--- src/rtl/text_display_pkg.sv ---
// Shared types and defaults for the text display path: FSM state encoding,
// glyph/grid geometry, the newline code and the pixel colours.
package text_display_pkg;

  localparam int unsigned CHAR_W_DEF = 8;
  localparam int unsigned CHAR_H_DEF = 8;
  localparam int unsigned COLS_DEF   = 20;
  localparam int unsigned ROWS_DEF   = 15;

  localparam logic [6:0] NEWLINE_CODE = 7'h0A;
  localparam logic [2:0] FG_COLOUR    = 3'b111;
  localparam logic [2:0] BG_COLOUR    = 3'b000;

  typedef enum logic [2:0] {
    S_IDLE    = 3'd0,
    S_POP     = 3'd1,
    S_LOAD    = 3'd2,
    S_CHECK   = 3'd3,
    S_FETCH   = 3'd4,
    S_DRAW    = 3'd5,
    S_ADVANCE = 3'd6,
    S_NEWLN   = 3'd7
  } state_e;

endpackage

--- src/rtl/text_display_cursor.sv ---
// Text cursor on the character grid: column advance with row wrap, newline,
// and wrap of the row back to the top after the last row.
module text_display_cursor
  import text_display_pkg::*;
#(
  parameter int unsigned COLS  = COLS_DEF,
  parameter int unsigned ROWS  = ROWS_DEF,
  parameter int unsigned COL_W = $clog2(COLS),
  parameter int unsigned ROW_W = $clog2(ROWS)
) (
  input  logic             clk,
  input  logic             rst,
  input  logic             adv,
  input  logic             newline,
  output logic [COL_W-1:0] cur_col,
  output logic [ROW_W-1:0] cur_row
);

  logic [COL_W-1:0] col_q, col_d;
  logic [ROW_W-1:0] row_q, row_d;
  logic [ROW_W-1:0] row_inc;

  always_comb begin
    col_d   = col_q;
    row_d   = row_q;
    row_inc = (row_q == ROW_W'(ROWS - 1)) ? '0 : row_q + ROW_W'(1);
    if (newline) begin
      col_d = '0;
      row_d = row_inc;
    end else if (adv) begin
      if (col_q == COL_W'(COLS - 1)) begin
        col_d = '0;
        row_d = row_inc;
      end else begin
        col_d = col_q + COL_W'(1);
      end
    end
  end

  always_ff @(posedge clk or negedge rst) begin
    if (!rst) begin
      col_q <= '0;
      row_q <= '0;
    end else begin
      col_q <= col_d;
      row_q <= row_d;
    end
  end

  assign cur_col = col_q;
  assign cur_row = row_q;

endmodule

--- src/rtl/text_display_controller.sv ---
// Text display sequencer: pops character codes, walks the 8x8 glyph in the
// font ROM and emits one plot per pixel at the current text cursor.
module text_display_controller
  import text_display_pkg::*;
#(
  parameter int unsigned CHAR_W  = CHAR_W_DEF,
  parameter int unsigned CHAR_H  = CHAR_H_DEF,
  parameter int unsigned COLS    = COLS_DEF,
  parameter int unsigned ROWS    = ROWS_DEF,
  parameter logic [6:0]  NEWLINE = NEWLINE_CODE,
  parameter logic [2:0]  FG      = FG_COLOUR,
  parameter logic [2:0]  BG      = BG_COLOUR
) (
  input  logic       clk,
  input  logic       rst,
  input  logic       fifo_empty,
  output logic       fifo_rd,
  output logic       load_buff_reg,
  input  logic [6:0] buff_reg_out,
  output logic [9:0] rom_addr,
  input  logic [7:0] rom_data,
  output logic [7:0] x,
  output logic [6:0] y,
  output logic [2:0] colour,
  output logic       plot,
  output logic       busy
);

  localparam int unsigned PX_W  = $clog2(CHAR_W);
  localparam int unsigned PY_W  = $clog2(CHAR_H);
  localparam int unsigned COL_W = $clog2(COLS);
  localparam int unsigned ROW_W = $clog2(ROWS);

  state_e            state_q, state_d;
  logic [PX_W-1:0]   px_q, px_d;
  logic [PY_W-1:0]   py_q, py_d;
  logic [7:0]        row_q, row_d;
  logic              fifo_rd_q, fifo_rd_d;
  logic              load_q, load_d;
  logic              plot_q, plot_d;
  logic              busy_q, busy_d;
  logic [9:0]        rom_addr_q, rom_addr_d;
  logic [7:0]        x_q, x_d;
  logic [6:0]        y_q, y_d;
  logic              cur_adv, cur_nl;
  logic [COL_W-1:0]  cur_col;
  logic [ROW_W-1:0]  cur_row;
  logic [7:0]        pix_row;
  logic              pix_bit;

  text_display_cursor #(
    .COLS  (COLS),
    .ROWS  (ROWS),
    .COL_W (COL_W),
    .ROW_W (ROW_W)
  ) u_cursor (
    .clk     (clk),
    .rst     (rst),
    .adv     (cur_adv),
    .newline (cur_nl),
    .cur_col (cur_col),
    .cur_row (cur_row)
  );

  // Next state, counters, and registered outputs decoded from the next state.
  always_comb begin
    state_d    = state_q;
    px_d       = px_q;
    py_d       = py_q;
    row_d      = row_q;
    cur_adv    = 1'b0;
    cur_nl     = 1'b0;
    rom_addr_d = rom_addr_q;
    x_d        = x_q;
    y_d        = y_q;

    case (state_q)
      S_IDLE:  if (!fifo_empty) state_d = S_POP;
      S_POP:   state_d = S_LOAD;
      S_LOAD:  state_d = S_CHECK;
      S_CHECK: begin
        if (buff_reg_out == NEWLINE) begin
          state_d = S_NEWLN;
        end else begin
          py_d    = '0;
          state_d = S_FETCH;
        end
      end
      S_FETCH: begin
        px_d    = '0;
        state_d = S_DRAW;
      end
      S_DRAW: begin
        if (px_q == '0) row_d = rom_data;
        px_d = px_q + PX_W'(1);
        if (px_q == PX_W'(CHAR_W - 1)) begin
          if (py_q == PY_W'(CHAR_H - 1)) begin
            state_d = S_ADVANCE;
          end else begin
            py_d    = py_q + PY_W'(1);
            state_d = S_FETCH;
          end
        end
      end
      S_ADVANCE: begin
        cur_adv = 1'b1;
        state_d = S_IDLE;
      end
      S_NEWLN: begin
        cur_nl  = 1'b1;
        state_d = S_IDLE;
      end
      default: state_d = S_IDLE;
    endcase

    fifo_rd_d = (state_d == S_POP);
    load_d    = (state_d == S_LOAD);
    plot_d    = (state_d == S_DRAW);
    busy_d    = (state_d != S_IDLE);
    if (state_d == S_FETCH) rom_addr_d = 10'({buff_reg_out, py_d});
    if (state_d == S_DRAW) begin
      x_d = (8'(cur_col) << PX_W) | 8'(px_d);
      y_d = (7'(cur_row) << PY_W) | 7'(py_d);
    end
  end

  always_ff @(posedge clk or negedge rst) begin
    if (!rst) begin
      state_q    <= S_IDLE;
      px_q       <= '0;
      py_q       <= '0;
      row_q      <= '0;
      fifo_rd_q  <= 1'b0;
      load_q     <= 1'b0;
      plot_q     <= 1'b0;
      busy_q     <= 1'b0;
      rom_addr_q <= '0;
      x_q        <= '0;
      y_q        <= '0;
    end else begin
      state_q    <= state_d;
      px_q       <= px_d;
      py_q       <= py_d;
      row_q      <= row_d;
      fifo_rd_q  <= fifo_rd_d;
      load_q     <= load_d;
      plot_q     <= plot_d;
      busy_q     <= busy_d;
      rom_addr_q <= rom_addr_d;
      x_q        <= x_d;
      y_q        <= y_d;
    end
  end

  // ROM data only arrives in the first DRAW cycle of a row, so colour reads it
  // directly for pixel 0 and the captured copy for the remaining pixels.
  assign pix_row = (px_q == '0) ? rom_data : row_q;
  assign pix_bit = pix_row[PX_W'(CHAR_W - 1) - px_q];

  assign fifo_rd       = fifo_rd_q;
  assign load_buff_reg = load_q;
  assign plot          = plot_q;
  assign busy          = busy_q;
  assign rom_addr      = rom_addr_q;
  assign x             = x_q;
  assign y             = y_q;
  assign colour        = plot_q ? (pix_bit ? FG : BG) : 3'b000;

endmodule

--- config.mk ---
export PLATFORM = sky130hd
export DESIGN_NAME = text_display_controller
export DESIGN_NICKNAME = d
export VERILOG_FILES = /design/src/rtl/text_display_pkg.sv /design/src/rtl/text_display_cursor.sv /design/src/rtl/text_display_controller.sv
export SDC_FILE = /design/constraint.sdc
export NUM_CORES = 1
export LEC_CHECK = 0
export ABC_AREA = 1
export BUFFER_PORTS_ARGS = -buffer_cell sky130_fd_sc_hd__clkbuf_2
export CORE_ASPECT_RATIO = 1.5
export CORE_UTILIZATION = 55
export CTS_CLUSTER_SIZE = 8
export DETAILED_ROUTE_END_ITERATION = 8
export PLACE_DENSITY = 0.79
export SETUP_SLACK_MARGIN = 0.05
export SYNTH_ARGS = -nofsm -noshare
export SYNTH_HDL_FRONTEND = slang
export SYNTH_SLANG_ARGS = --single-unit
--- constraint.sdc ---
create_clock -name clk -period 2.65 [get_ports clk]
set_clock_uncertainty 0.2 [all_clocks]
set_input_delay 0.53 -clock clk [delete_from_list [all_inputs] [get_ports clk]]
set_output_delay 0.53 -clock clk [all_outputs]
set_load 0.05 [all_outputs]
==> results.tsv <==
metric	value	unit
Area contributors post-synth	dfrtp_1 (52%), nand2_1 (16%), nand3_1 (5.7%)	
total gr overflow	0	
P&R area growth vs syn	21.2	%
Yosys warnings	0	
Setup Viol. Count Final	3	
top routing layer used	met4	
WP data required	1.92	ns
flops & latches, synth	55	
TritonCTS clock tree	done	
syn_nets	343	
Min-Delay Path Class	input pin to async pin	
Critical Path Max Stage Delay	0.41	ns
total track usage	0.248	
clk_lat worst skew	0.31	ns
Diodes inserted	0	
most frequent CP cell	nand3_1	
crit-path max FO	6	
Die ar.	5110	um^2
fin area	3210	um^2
Area after DPL	2970	um^2
Non-Filler Instances	449	
Reg power frac	0.313	
setup ws final	-0.0350	ns
Max-cap violations	0	
# rows	30	
CTS Buf Count	5	
Root Driver	clkbuf_8	
max reg flops	10	
Slew @ Worst Pin	0.676	ns
unrepaired setup endpoints after global routing	true	
Compound-Gate Fraction of Synth Area	0.0765	
crit path cell chain	inv_2, ha_4, inv_2, nor2_4, nand2_1, nand3_1, nand3_1, nand3_1, nand2_2, nor2_4, clkbuf_8	
kind of critical path	flip-flop to output pin	
outcome	finished, violations left	
Post-DP HPWL	3930	um
pin count of the biggest net entering global routing	56	
Worst EP arrival	1.96	ns
hold_buf cts	0	
first-pass GRT wire length	9600	um
Core Region	4580	um^2
Avg WL per Cell	12.8	um
vias	2386	
Nets	408	
Fmax achieved	372	MHz
Synth cell types	26	
Sw Share	0.504	
most frequent cells after synthesis	nand2_1 (112), dfrtp_1 (55), nand3_1 (30), inv_1 (26), nor2_1 (20)	
final wirelength	5760	um
Hold Vio Cnt, Final	0	
WL met3	183	um
Reg clk slew, reported paths	0.10	ns
post-route ant nets	0	
Met2 Routed Length	3130	um
Pwr Density	1360	nW/um^2
Die Span X	58.7	um
largest family of logic cells by synthesized area	simple AND/OR/NAND/NOR gates	
antenna violations before repair	0	
most common flop cell mapped by yosys	dfrtp_1	
leakage	1.72	nW
number of flops mapped to enable cells by yosys	0	
vias in the first global route	2267	
crit share post-route	1.01	
most common cell in the synthesized netlist	nand2_1	
FFs w/ async S/R, synth	1.00	
Sink Count	55	
sequential element share of the synthesized area	0.519	
VDD IR-drop max	712	uV
Post-Place Worst Slack	0.119	ns
top-area cell type share of the netlist area	0.519	
Slew headroom	0.549	
Clk pwr share	0.123	
P_sw	2.21	mW
Mapped Area	2650	um^2
CP max-delay cell	dfrtp_1	
combinational power share	0.564	
syn avg cell area	8.29	um^2
num ports	50	
startpoint types	flip-flop	
mux contribution to synthesized area	0.00378	
R2R cell count	17	
minimum clock period	2.69	ns
layout cells sized above 1	0.252	
Final Max Slew Viols	0	
Synth Area in XOR/XNOR	0	
failing checks	setup timing	
Pre-antenna DRT Iters	4	
number of remaining DRC errors	0	
dpl cells	431	
Port Buf Inserts	49	
DRT met1 WL	2290	um
Synth Instances	320	
die height	87.0	um
RePlAce Congestion	0.891	
Synth Area in Adders	0.0236	
internal power	2.17	mW
Longest Clk Path Bufs	2	
H-Tree Depth	2	
Initial Util	0.579	
type of destination of the critical path	output pin	
RR Startpoint	px_q[1]	
R2R Setup Slk	0.07	ns
top cell type by total area after synthesis	dfrtp_1	
Post-Synth Simple-Gate Area	0.316	
reg-to-reg critical path endpoint	row_q[0]	
vias per std cell	5.31	
DRT iter0 DRCs	130	
## kinds of logic after synthesis
| kind of cell | after synthesis |
|---|---|
| muxes | 1 |
| adders and majority gates | 5 |
| and+or+nand+nor | 188 |
| buffers and inverters | 36 |
| AOI/OAI and AO/OA | 35 |
| DFF | 55 |
## cells in the final DEF (no fill, tap or decap), types with 3 or more instances in the layout
| master | netlist | final |
|---|---|---|
| o21ai_2 | 4 | 5 |
| buf_4 | 2 | 17 |
| nor2_4 | 3 | 5 |
| o21ai_1 | 2 | 4 |
| dfrtp_1 | 55 | 55 |
| clkbuf_2 | 0 | 46 |
| nand2_1 | 112 | 109 |
| inv_1 | 26 | 23 |
| ha_1 | 5 | 4 |
| o21a_1 | 5 | 5 |
| nand3_1 | 30 | 30 |
| inv_2 | 2 | 5 |
| nand2_2 | 2 | 5 |
| nor2_1 | 20 | 18 |
| clkbuf_8 | 0 | 8 |
| nor3_1 | 3 | 3 |
| o21ai_0 | 16 | 13 |
| nand4_1 | 12 | 12 |
| a21oi_1 | 8 | 8 |
## area by class of cell
class | count | area, um^2
clock buffer | 6 | 72.6
clock inverter | 1 | 30.0
fill | 374 | 1370
inverter | 28 | 105
multi-input combinational | 229 | 1150
sequential | 55 | 1380
tap | 64 | 80.1
timing repair buffer | 66 | 399
## worst max-delay path by stage
stage                 start   endpoint  slack (ns)  cells after the start
finish              px_q[1]  colour[0]       -0.04                     11
CTS                 px_q[1]  colour[0]       0.009                     11
floorplan           px_q[0]  colour[1]        0.07                     11
global route        px_q[1]  colour[0]       -0.13                     11
global placement    px_q[1]  colour[2]        0.18                     10
detailed placement  px_q[1]  colour[0]        0.12                     10
## routing by layer
layer / track usage / up-vias
li1: - / 1163
met1: 0.279 / 1148
met2: 0.440 / 58
met3: 0.0416 / 17
met4: 0.130 / 0
met5: 0 / -
## power by group through the flow
stage / Clock, mW / Combinational, mW / Sequential [mW]
2_1_floorplan: 0 / 1.32 / 1.87
3_3_place_gp: 0 / 2.24 / 1.38
3_5_place_dp: 0 / 2.27 / 1.38
4_1_cts: 0.549 / 2.46 / 1.37
5_1_grt: 0.578 / 2.72 / 1.41
6_report: 0.538 / 2.47 / 1.37
## worst max-delay path, delay by kind of cell, from the launching register on
family	cells	cell delay [ns]
fa+ha+maj	1	0.16
simple gates	7	0.72
flops	1	0.41
buf+inv	3	0.35
## per-stage QoR
step / total power, mW / util / hold WS (ns) / TNS [ns]
finish: 4.38 / 0.702 / 0.139 / -0.103
global route: 4.71 / 0.702 / 0.201 / -0.458
CTS: 4.38 / 0.702 / 0.160 / 0
detailed placement: 3.65 / 0.649 / 0.260 / 0
global placement: 3.61 / 0.649 / 0.255 / 0
floorplan: 3.19 / - / 0.0344 / 0
## timing repair
| item | CTS | global route |
|---|---|---|
| resized for setup | 19 | 0 |
| pin swaps | 6 | 1 |
| setup buffers | 11 | 0 |
| setup endpoints to repair | 3 | 4 |
(Power assumes the default switching activity.)
